==> config.mk <==
export PLATFORM = sky130hd
export DESIGN_NAME = alu_issue_wb_flat
export DESIGN_NICKNAME = d
export VERILOG_FILES = /design/src/rtl/alu_pkg.sv /design/src/rtl/alu_issue_wb_if.sv /design/src/rtl/alu_issue_wb.sv /design/src/flat_wrapper.sv
export SDC_FILE = /design/constraint.sdc
export NUM_CORES = 1
export LEC_CHECK = 0
export CAP_MARGIN = 10
export CORE_MARGIN = 5
export CORE_UTILIZATION = 40
export CTS_CLUSTER_DIAMETER = 200
export DETAILED_ROUTE_END_ITERATION = 16
export GPL_TIMING_DRIVEN = 1
export PLACE_DENSITY = 0.66
export SLEW_MARGIN = 5
export SYNTH_ARGS = -nofsm -noshare
export SYNTH_HDL_FRONTEND = slang
export SYNTH_SLANG_ARGS = --single-unit
==> constraint.sdc <==
create_clock -name clk -period 1.9 [get_ports clk]
set_input_delay 0.38 -clock clk [delete_from_list [all_inputs] [get_ports clk]]
set_output_delay 0.38 -clock clk [all_outputs]
set_load 0.01 [all_outputs]
==> src/rtl/alu_pkg.sv <==
// Shared types and constants for the ALU issue/writeback stage and its neighbours.
package alu_pkg;

  localparam int WIDTH     = 8;
  localparam int W_ALU_SEL = 3;
  localparam int NREGS     = 4;
  localparam int REG_AW    = $clog2(NREGS);

  typedef enum logic [W_ALU_SEL-1:0] {
    OP_PASS = 3'b000,
    OP_ADD  = 3'b001,
    OP_SUB  = 3'b010,
    OP_MUL  = 3'b011,
    OP_DIV2 = 3'b100,
    OP_LDI  = 3'b111
  } alu_op_e;

  // op stays raw bits: codes 101/110 are legal and mean "pass bus_a".
  typedef struct packed {
    logic [W_ALU_SEL-1:0] op;
    logic [REG_AW-1:0]    ra;
    logic [REG_AW-1:0]    rd;
    logic [WIDTH-1:0]     imm;
  } cmd_t;

endpackage

==> src/rtl/alu_issue_wb_if.sv <==
// Command stream, result stream and ALU operand/result bus of the issue/writeback stage.
interface alu_issue_wb_if;
  import alu_pkg::*;

  logic                 cmd_valid;
  logic                 cmd_ready;
  logic [W_ALU_SEL-1:0] cmd_op;
  logic [REG_AW-1:0]    cmd_ra;
  logic [REG_AW-1:0]    cmd_rd;
  logic [WIDTH-1:0]     cmd_imm;

  logic [WIDTH-1:0]     bus_a;
  logic [WIDTH-1:0]     bus_b;
  logic [W_ALU_SEL-1:0] alu_sel;
  logic [WIDTH-1:0]     alu_out;
  logic                 flag_n;
  logic                 flag_c;

  logic                 res_valid;
  logic                 res_ready;
  logic [WIDTH-1:0]     res_data;
  logic [REG_AW-1:0]    res_rd;
  logic                 res_flag_n;
  logic                 res_flag_z;

  // master: command source, result sink and the ALU itself.
  modport master (
    output cmd_valid, cmd_op, cmd_ra, cmd_rd, cmd_imm,
    output alu_out, flag_n, flag_c,
    output res_ready,
    input  cmd_ready, bus_a, bus_b, alu_sel,
    input  res_valid, res_data, res_rd, res_flag_n, res_flag_z
  );

  modport slave (
    input  cmd_valid, cmd_op, cmd_ra, cmd_rd, cmd_imm,
    input  alu_out, flag_n, flag_c,
    input  res_ready,
    output cmd_ready, bus_a, bus_b, alu_sel,
    output res_valid, res_data, res_rd, res_flag_n, res_flag_z
  );

endinterface

==> src/rtl/alu_issue_wb.sv <==
// Two-entry issue/writeback pipeline around an external combinational ALU,
// with a small register file written from the writeback stage.
module alu_issue_wb
  import alu_pkg::*;
(
  input logic           clk,
  input logic           rst_n,
  alu_issue_wb_if.slave io
);

  cmd_t              e_cmd_q, e_cmd_d;
  logic              e_valid_q, e_valid_d;

  logic              res_valid_q, res_valid_d;
  logic [WIDTH-1:0]  res_data_q, res_data_d;
  logic [REG_AW-1:0] res_rd_q, res_rd_d;
  logic              res_flag_n_q, res_flag_n_d;
  logic              res_flag_z_q, res_flag_z_d;

  logic [WIDTH-1:0]  rf_q [NREGS];

  logic w_ready;
  logic cmd_fire;
  logic w_fire;

  assign w_ready      = !res_valid_q || io.res_ready;
  assign io.cmd_ready = !e_valid_q || w_ready;
  assign cmd_fire     = io.cmd_valid && io.cmd_ready;
  assign w_fire       = e_valid_q && w_ready;

  // LDI routes the immediate through the ALU as a pass so the result path stays uniform.
  always_comb begin
    // NOTE: defaults first on every path, so no signal here can infer a latch.
    io.bus_a   = rf_q[e_cmd_q.ra];
    io.bus_b   = e_cmd_q.imm;
    io.alu_sel = e_cmd_q.op;
    if (e_cmd_q.op == OP_LDI) begin
      io.bus_a   = e_cmd_q.imm;
      io.bus_b   = '0;
      io.alu_sel = OP_PASS;
    end
  end

  always_comb begin
    e_cmd_d      = e_cmd_q;
    e_valid_d    = e_valid_q;
    res_valid_d  = res_valid_q;
    res_data_d   = res_data_q;
    res_rd_d     = res_rd_q;
    res_flag_n_d = res_flag_n_q;
    res_flag_z_d = res_flag_z_q;

    if (cmd_fire) begin
      e_cmd_d   = '{op: io.cmd_op, ra: io.cmd_ra, rd: io.cmd_rd, imm: io.cmd_imm};
      e_valid_d = 1'b1;
    end else if (w_fire) begin
      e_valid_d = 1'b0;
    end

    if (w_fire) begin
      res_valid_d  = 1'b1;
      res_data_d   = io.alu_out;
      res_rd_d     = e_cmd_q.rd;
      res_flag_n_d = io.flag_n;
      res_flag_z_d = io.flag_c;
    end else if (io.res_ready) begin
      res_valid_d = 1'b0;
    end
  end

  always_ff @(posedge clk or negedge rst_n) begin
    // NOTE: state uses non-blocking assignments so every register samples pre-edge values.
    if (!rst_n) begin
      e_cmd_q      <= '0;
      e_valid_q    <= 1'b0;
      res_valid_q  <= 1'b0;
      res_data_q   <= '0;
      res_rd_q     <= '0;
      res_flag_n_q <= 1'b0;
      res_flag_z_q <= 1'b0;
    end else begin
      e_cmd_q      <= e_cmd_d;
      e_valid_q    <= e_valid_d;
      res_valid_q  <= res_valid_d;
      res_data_q   <= res_data_d;
      res_rd_q     <= res_rd_d;
      res_flag_n_q <= res_flag_n_d;
      res_flag_z_q <= res_flag_z_d;
    end
  end

  // The write lands on the same edge that loads the next command into E,
  // so a dependent command reads the new value without forwarding.
  always_ff @(posedge clk or negedge rst_n) begin
    // NOTE: this array is reset because it is only NREGS flops and must read as zero after reset.
    if (!rst_n) begin
      for (int i = 0; i < NREGS; i++) rf_q[i] <= '0;
    end else if (w_fire) begin
      rf_q[e_cmd_q.rd] <= io.alu_out;
    end
  end

  assign io.res_valid  = res_valid_q;
  assign io.res_data   = res_data_q;
  assign io.res_rd     = res_rd_q;
  assign io.res_flag_n = res_flag_n_q;
  assign io.res_flag_z = res_flag_z_q;

endmodule

==> src/flat_wrapper.sv <==
// flat-port wrapper written by rule: the top's interface ports become plain ports
module alu_issue_wb_flat import alu_pkg::*;
  (clk, rst_n, io_cmd_valid, io_cmd_op, io_cmd_ra, io_cmd_rd, io_cmd_imm, io_alu_out, io_flag_n, io_flag_c, io_res_ready, io_cmd_ready, io_bus_a, io_bus_b, io_alu_sel, io_res_valid, io_res_data, io_res_rd, io_res_flag_n, io_res_flag_z);
  alu_issue_wb_if io_i ();
  input logic clk;
  input logic rst_n;
  input wire logic [$bits(io_i.cmd_valid)-1:0] io_cmd_valid;
  input wire logic [$bits(io_i.cmd_op)-1:0] io_cmd_op;
  input wire logic [$bits(io_i.cmd_ra)-1:0] io_cmd_ra;
  input wire logic [$bits(io_i.cmd_rd)-1:0] io_cmd_rd;
  input wire logic [$bits(io_i.cmd_imm)-1:0] io_cmd_imm;
  input wire logic [$bits(io_i.alu_out)-1:0] io_alu_out;
  input wire logic [$bits(io_i.flag_n)-1:0] io_flag_n;
  input wire logic [$bits(io_i.flag_c)-1:0] io_flag_c;
  input wire logic [$bits(io_i.res_ready)-1:0] io_res_ready;
  output wire logic [$bits(io_i.cmd_ready)-1:0] io_cmd_ready;
  output wire logic [$bits(io_i.bus_a)-1:0] io_bus_a;
  output wire logic [$bits(io_i.bus_b)-1:0] io_bus_b;
  output wire logic [$bits(io_i.alu_sel)-1:0] io_alu_sel;
  output wire logic [$bits(io_i.res_valid)-1:0] io_res_valid;
  output wire logic [$bits(io_i.res_data)-1:0] io_res_data;
  output wire logic [$bits(io_i.res_rd)-1:0] io_res_rd;
  output wire logic [$bits(io_i.res_flag_n)-1:0] io_res_flag_n;
  output wire logic [$bits(io_i.res_flag_z)-1:0] io_res_flag_z;
  assign io_i.cmd_valid = io_cmd_valid;
  assign io_i.cmd_op = io_cmd_op;
  assign io_i.cmd_ra = io_cmd_ra;
  assign io_i.cmd_rd = io_cmd_rd;
  assign io_i.cmd_imm = io_cmd_imm;
  assign io_i.alu_out = io_alu_out;
  assign io_i.flag_n = io_flag_n;
  assign io_i.flag_c = io_flag_c;
  assign io_i.res_ready = io_res_ready;
  assign io_cmd_ready = io_i.cmd_ready;
  assign io_bus_a = io_i.bus_a;
  assign io_bus_b = io_i.bus_b;
  assign io_alu_sel = io_i.alu_sel;
  assign io_res_valid = io_i.res_valid;
  assign io_res_data = io_i.res_data;
  assign io_res_rd = io_i.res_rd;
  assign io_res_flag_n = io_i.res_flag_n;
  assign io_res_flag_z = io_i.res_flag_z;
  alu_issue_wb u_core (.clk(clk), .rst_n(rst_n), .io(io_i));
endmodule
==> results of run 1 <==
[metrics by stage]
step,setup WS (ns),util,std cells,power (mW)
floorplan,0.269,-,166,2.74
detailed placement,-0.269,0.536,323,3.54
global placement,-0.224,0.536,323,3.52
CTS,-0.259,0.573,339,4.88
global route,-0.304,0.575,339,5.09
finish,-0.232,0.575,339,4.84
[flip-flops by register name (all words and copies together) (netlist names)]
| name | cells |
|---|---|
| u_core.io.res_flag_n | 1 |
| u_core.io.res_flag_z | 1 |
| u_core.e_cmd_q | 15 |
| u_core.io.res_valid | 1 |
| u_core.e_valid_q | 1 |
| u_core.io.res_rd | 2 |
| u_core.rf_q | 32 |
| u_core.io.res_data | 8 |
[layout make-up]
class | count | share of cell area
timing repair buffer | 85 | 0.219
multi-input combinational | 97 | 0.302
clock buffer | 12 | 0.0401
clock inverter | 4 | 0.0181
sequential | 61 | 0.395
tap | 80 | 0.0259
[critical path, stage by stage (launching register included)]
cell and delay (ns):
dfrtp_1 0.38, buf_6 0.15, mux4_2 0.50, mux2_2 0.29, buf_6 0.12
[worst max-delay path by stage]
stage / to / cells after the start / startpoint / slack, ns
4_1_cts: io_bus_a[7] / 4 / u_core.e_cmd_q[10] / -0.26
5_1_grt: io_bus_a[1] / 4 / u_core.e_cmd_q[10] / -0.30
3_5_place_dp: io_bus_a[7] / 4 / u_core.e_cmd_q[10] / -0.27
6_report: io_bus_a[0] / 4 / u_core.e_cmd_q[10] / -0.23
3_3_place_gp: io_bus_a[0] / 4 / u_core.e_cmd_q[10] / -0.22
2_1_floorplan: io_bus_a[0] / 3 / u_core.e_cmd_q[10] / 0.27
[metal layers]
layer | routed length [µm] | track usage
met5 | 0 | 0
met4 | 107 | 0.0733
met3 | 288 | 0.0382
met2 | 2510 | 0.211
met1 | 2780 | 0.197
[cell families after synthesis]
logic type	count (synthesis)
buf+inv	8
flops	61
simple gates	21
compound gates	1
mux	75
[timing repair]
| action | in CTS | in global routing |
|---|---|---|
| gates resized for setup | 57 | 4 |
| setup endpoints to repair | 19 | 12 |
| hold buffers | 0 | 0 |
| pin swaps | 0 | 1 |
| gates cloned | 0 | 0 |
[layout by cell type, fill, tap and decap left out]
cell and n:
dfrtp_2 1, mux2_4 16, dfrtp_1 60, clkinv_2 2
bufinv_16 2, and4bb_1 1, buf_12 4, buf_2 1
clkdlybuf4s50_1 40, dlygate4sd2_1 10, dlymetal6s2s_1 2, nand3_2 1
buf_6 10, mux4_2 8, mux2_2 51, nand4b_2 2
nand4_2 1, nand2b_1 3, nand3b_1 1, nand2_1 1
a21boi_0 1, buf_4 18, clkbuf_1 1, nand2_2 1
clkbuf_8 11, and2_1 10
[power by group through the flow]
stage / sequential [mW] / clock (mW) / combinational [mW]
after detailed placement: 1.96 / 0 / 1.58
after global placement: 1.97 / 0 / 1.55
final: 1.95 / 1.28 / 1.60
after floorplan: 1.87 / 0 / 0.874
after CTS: 1.94 / 1.31 / 1.62
after global routing: 1.99 / 1.37 / 1.73
==> impl_metrics.json, run 1 <==
{
  "outcome": "complete, but fails checks",
  "violations": "setup timing",
  "mappedNetlistArea_mm2": 0.00274,
  "rr_worst_depth": 4,
  "seq_area_frac_synth": 0.557,
  "syn-num-nets": 195,
  "yosysWarnings": 0,
  "gr-total-overflow": 0,
  "muxShareOfSynthArea": 0.356,
  "synthArstFlopShare": 1.00,
  "clk_latency_ns": 0.33,
  "worst_clock_skew_ns": 0.00783,
  "synth_flop_cell": "dfrtp_1",
  "critical_path_required_ns": 1.52,
  "die_w_um": 92.8,
  "grt_max_degree": 29,
  "setup_tns_ns": -1.72,
  "p_switching_mw": 1.23,
  "yosysTopAreaCell": "dfrtp_1",
  "rsz0062_at_grt": "true",
  "synthTopCellsByCount": "61 x dfrtp_1, 56 x mux2_2, 11 x mux2_4",
  "start_util": 0.408,
  "reg2reg_to": "u_core.rf_q[26]",
  "clock_sinks": 61,
  "seq_area_mm2": 0.00153,
  "synth-seq-cells": 61,
  "pin_count": 62,
  "arrival_ns": 1.75,
  "dp_hpwl_mm": 4.32,
  "diodes": 0,
  "finalCritPeriodShare": 1.12,
  "p_seq_frac": 0.403,
  "synthAdderAreaFrac": 0,
  "cts_max_level": 3,
  "route.detailed.drc": 0,
  "setup_violations": 8,
  "gp_congestion": 0.741,
  "peakVddDrop_v": 0.000550,
  "clock.fmax_ghz": 0.469,
  "p_clk_frac": 0.265,
  "grt_pass1_wl_mm": 9.40,
  "dpl-instance-area_mm2": 0.00360,
  "synthTopCellsByArea": "dfrtp_1 56%, mux2_2 23%, mux4_2 6.6%",
  "die-area_mm2": 0.00861,
  "synth.most_common_cell": "dfrtp_1",
  "p_comb_frac": 0.332,
  "numCtsBuffers": 9,
  "cts.clk_slew.worst_paths_ns": 0.06,
  "r2r_slack_ns": 0.41,
  "hold_viol_final": 0,
  "vias": 1646,
  "p_int_mw": 3.61,
  "n_fill_cell": 559,
  "area_delta_synth_final_pct": 41.1,
  "postSynthCellCount": 166,
  "postCtsSetupRepairBufs": 0,
  "rows": 30,
  "portBuffers": 61,
  "avgRoutedWirePerCell_um": 16.8,
  "tightestPinTransition_ns": 0.661,
  "swShare": 0.254,
  "multi_input_area_mm2": 0.00117,
  "final_nets": 283,
  "root_buffer": "clkbuf_8",
  "grt_pass1_vias": 1756,
  "cp_max_fo": 5,
  "holdCritPathClass": "input pin to async pin",
  "cts_tree": "built",
  "clockBufferDepth": 2,
  "slew_violations": 0,
  "crit_type": "flop to output port",
  "finalWorstSetupSlack_ns": -0.232,
  "track_usage": 0.144,
  "fin_area_mm2": 0.00386,
  "min_period_ns": 2.13,
  "drv_cap": 0,
  "maxSlewHeadroom": 0.559,
  "p_leak_nw": 1.72,
  "p_per_area_mw_per_mm2": 1250,
  "die_h_um": 92.8,
  "fp.coreArea_mm2": 0.00672,
  "drtIter0Drc": 39,
  "viasPerCell": 4.86,
  "r2r_start": "u_core.io.res_valid",
  "worstSetupStartpointType": "flop",
  "routed_wl_mm": 5.68,
  "synth-simple-area-share": 0.0580,
  "syn_avg_cell_area_um2": 16.5,
  "first_pass_iters": 4,
  "yosysTopAreaCellShare": 0.557,
  "drive_gt1_frac": 0.498,
  "holdWs_ns": 0.0770,
  "synth_enable_flop_cells": 0,
  "antenna_found_initial": 0,
  "synth-xor-area-share": 0,
  "antenna_left": 0,
  "synth_compound_area_frac": 0.00274,
  "synth_cell_type_count": 17,
  "synth_top_family_by_area": "multiplexers",
  "worstSetupEndpointType": "output port"
}
Power figures use the tool's default switching activity.
==> run 2: changes to the inputs <==
Settings changed: TNS_END_PERCENT set to 10.
==> results of run 2 <==
The final DEF is identical to that of run 1; final timing and power are the same.
==> run 3: changes to the inputs <==
Settings changed: SETUP_SLACK_MARGIN set to 0.05, SKIP_CTS_REPAIR_TIMING set to 1.
==> impl_metrics.json, run 3 (synthesis gave the netlist of run 1 again) <==
{
  "outcome": "complete, but fails checks",
  "violations": "setup timing",
  "grt_pass1_vias": 1740,
  "antenna_left": 0,
  "start_util": 0.408,
  "root_buffer": "clkbuf_8",
  "maxSlewHeadroom": 0.558,
  "diodes": 0,
  "largest_reg_flops": 32,
  "tightestPinTransition_ns": 0.662,
  "track_usage": 0.143,
  "vias": 1648,
  "cts_max_level": 3,
  "r2r_slack_ns": 0.41,
  "routed_wl_mm": 5.70,
  "avgRoutedWirePerCell_um": 16.8,
  "worst_clock_skew_ns": 0.00795,
  "final_nets": 283,
  "p_comb_frac": 0.325,
  "worstSetupEndpointType": "output port",
  "p_leak_nw": 1.79,
  "fin_area_mm2": 0.00387,
  "gr-total-overflow": 0,
  "drive_gt1_frac": 0.498,
  "cts_tree": "built",
  "rsz0062_at_grt": "true",
  "min_period_ns": 2.13,
  "regMostFlops": "u_core.rf_q",
  "cp_max_fo": 5,
  "p_per_area_mw_per_mm2": 1230,
  "peakVddDrop_v": 0.000546,
  "crit_type": "flop to output port",
  "rows": 30,
  "swShare": 0.255,
  "critical_path_required_ns": 1.52,
  "gp_congestion": 0.741,
  "grt_pass1_wl_mm": 9.36,
  "slew_violations": 0,
  "finalWorstSetupSlack_ns": -0.230,
  "worstSetupStartpointType": "flop",
  "p_switching_mw": 1.22,
  "hold_viol_final": 0,
  "die-area_mm2": 0.00861,
  "cts.clk_slew.worst_paths_ns": 0.06,
  "viasPerCell": 4.86,
  "die_w_um": 92.8,
  "first_pass_iters": 4,
  "clk_latency_ns": 0.33,
  "r2r_start": "u_core.io.res_valid",
  "dp_hpwl_mm": 4.32,
  "arrival_ns": 1.75,
  "clock_sinks": 61,
  "rr_worst_depth": 4,
  "setup_violations": 8,
  "antenna_found_initial": 0,
  "clock.fmax_ghz": 0.470,
  "holdCritPathClass": "input pin to async pin",
  "die_h_um": 92.8,
  "dpl-instance-area_mm2": 0.00360,
  "n_fill_cell": 550,
  "grt_max_degree": 29,
  "finalCritPeriodShare": 1.12,
  "p_seq_frac": 0.408,
  "numCtsBuffers": 9,
  "p_clk_frac": 0.267,
  "reg2reg_to": "u_core.rf_q[26]",
  "fp.coreArea_mm2": 0.00672,
  "clockBufferDepth": 2,
  "area_delta_synth_final_pct": 41.4,
  "layout_commonest_cell": "dfrtp_1",
  "pre_cts_ws_ns": -0.269,
  "route.detailed.drc": 0,
  "drv_cap": 0,
  "portBuffers": 61,
  "drtIter0Drc": 41,
  "layout_common_cells": "60 x dfrtp_1, 52 x mux2_2, 40 x clkdlybuf4s50_1",
  "pin_count": 62,
  "p_int_mw": 3.56
}
run 3: changes by cell type in the layout (fill, tap and decap cells not counted), sizes merged:
cell          delta
buf              -4
clkbuf           +4
dlygate4sd2     -10
dlymetal6s2s    +10
run 3: worst max path at each step:
| stage | start | endpoint | slack (ns) |
|---|---|---|---|
| finish | u_core.e_cmd_q[10] | io_bus_a[4] | -0.23 |
| detailed placement | u_core.e_cmd_q[10] | io_bus_a[7] | -0.27 |
| global route | u_core.e_cmd_q[10] | io_bus_a[1] | -0.30 |
| floorplan | u_core.e_cmd_q[10] | io_bus_a[0] | 0.27 |
| CTS | u_core.e_cmd_q[10] | io_bus_a[7] | -0.63 |
| global placement | u_core.e_cmd_q[10] | io_bus_a[0] | -0.22 |
run 3: through the flow:
| stage | util | hold slack, ns | cells | TNS, ns | power [mW] |
|---|---|---|---|---|---|
| floorplan | - | 0.0844 | 166 | 0 | 2.74 |
| global placement | 0.536 | 0.462 | 323 | -2.23 | 3.52 |
| detailed placement | 0.536 | 0.458 | 323 | -2.46 | 3.54 |
| CTS | 0.570 | 0.0944 | 339 | -6.67 | 4.84 |
| global route | 0.577 | 0.127 | 339 | -2.32 | 5.04 |
| finish | 0.577 | 0.0762 | 339 | -1.70 | 4.78 |
run 3: power groups by stage:
stage / clock [mW] / combinational [mW] / sequential (mW)
global placement: 0 / 1.55 / 1.97
floorplan: 0 / 0.874 / 1.87
CTS: 1.31 / 1.59 / 1.94
global route: 1.37 / 1.68 / 1.99
finish: 1.28 / 1.55 / 1.95
detailed placement: 0 / 1.58 / 1.96
run 3: routing by layer:
layer	vias up	global-route usage	share of wire
met5	-	0	0
li1	786	-	-
met3	8	0.0382	0.050
met2	50	0.207	0.44
met1	804	0.197	0.49
met4	0	0.0733	0.017
run 3: critical path, stage by stage, from the launching register on:
cell and delay (ns):
dfrtp_1 0.38, buf_6 0.15, mux4_2 0.51, mux2_4 0.27, buf_6 0.12
run 3: area by class of cell:
type	count	area (µm²)	area share
clock inverters	4	70.1	0.0181
well taps	80	100	0.0258
multi-input cells	97	1160	0.300
clock buffers	12	155	0.0401
repair buffers	85	858	0.222
flip-flops and latches	61	1530	0.394
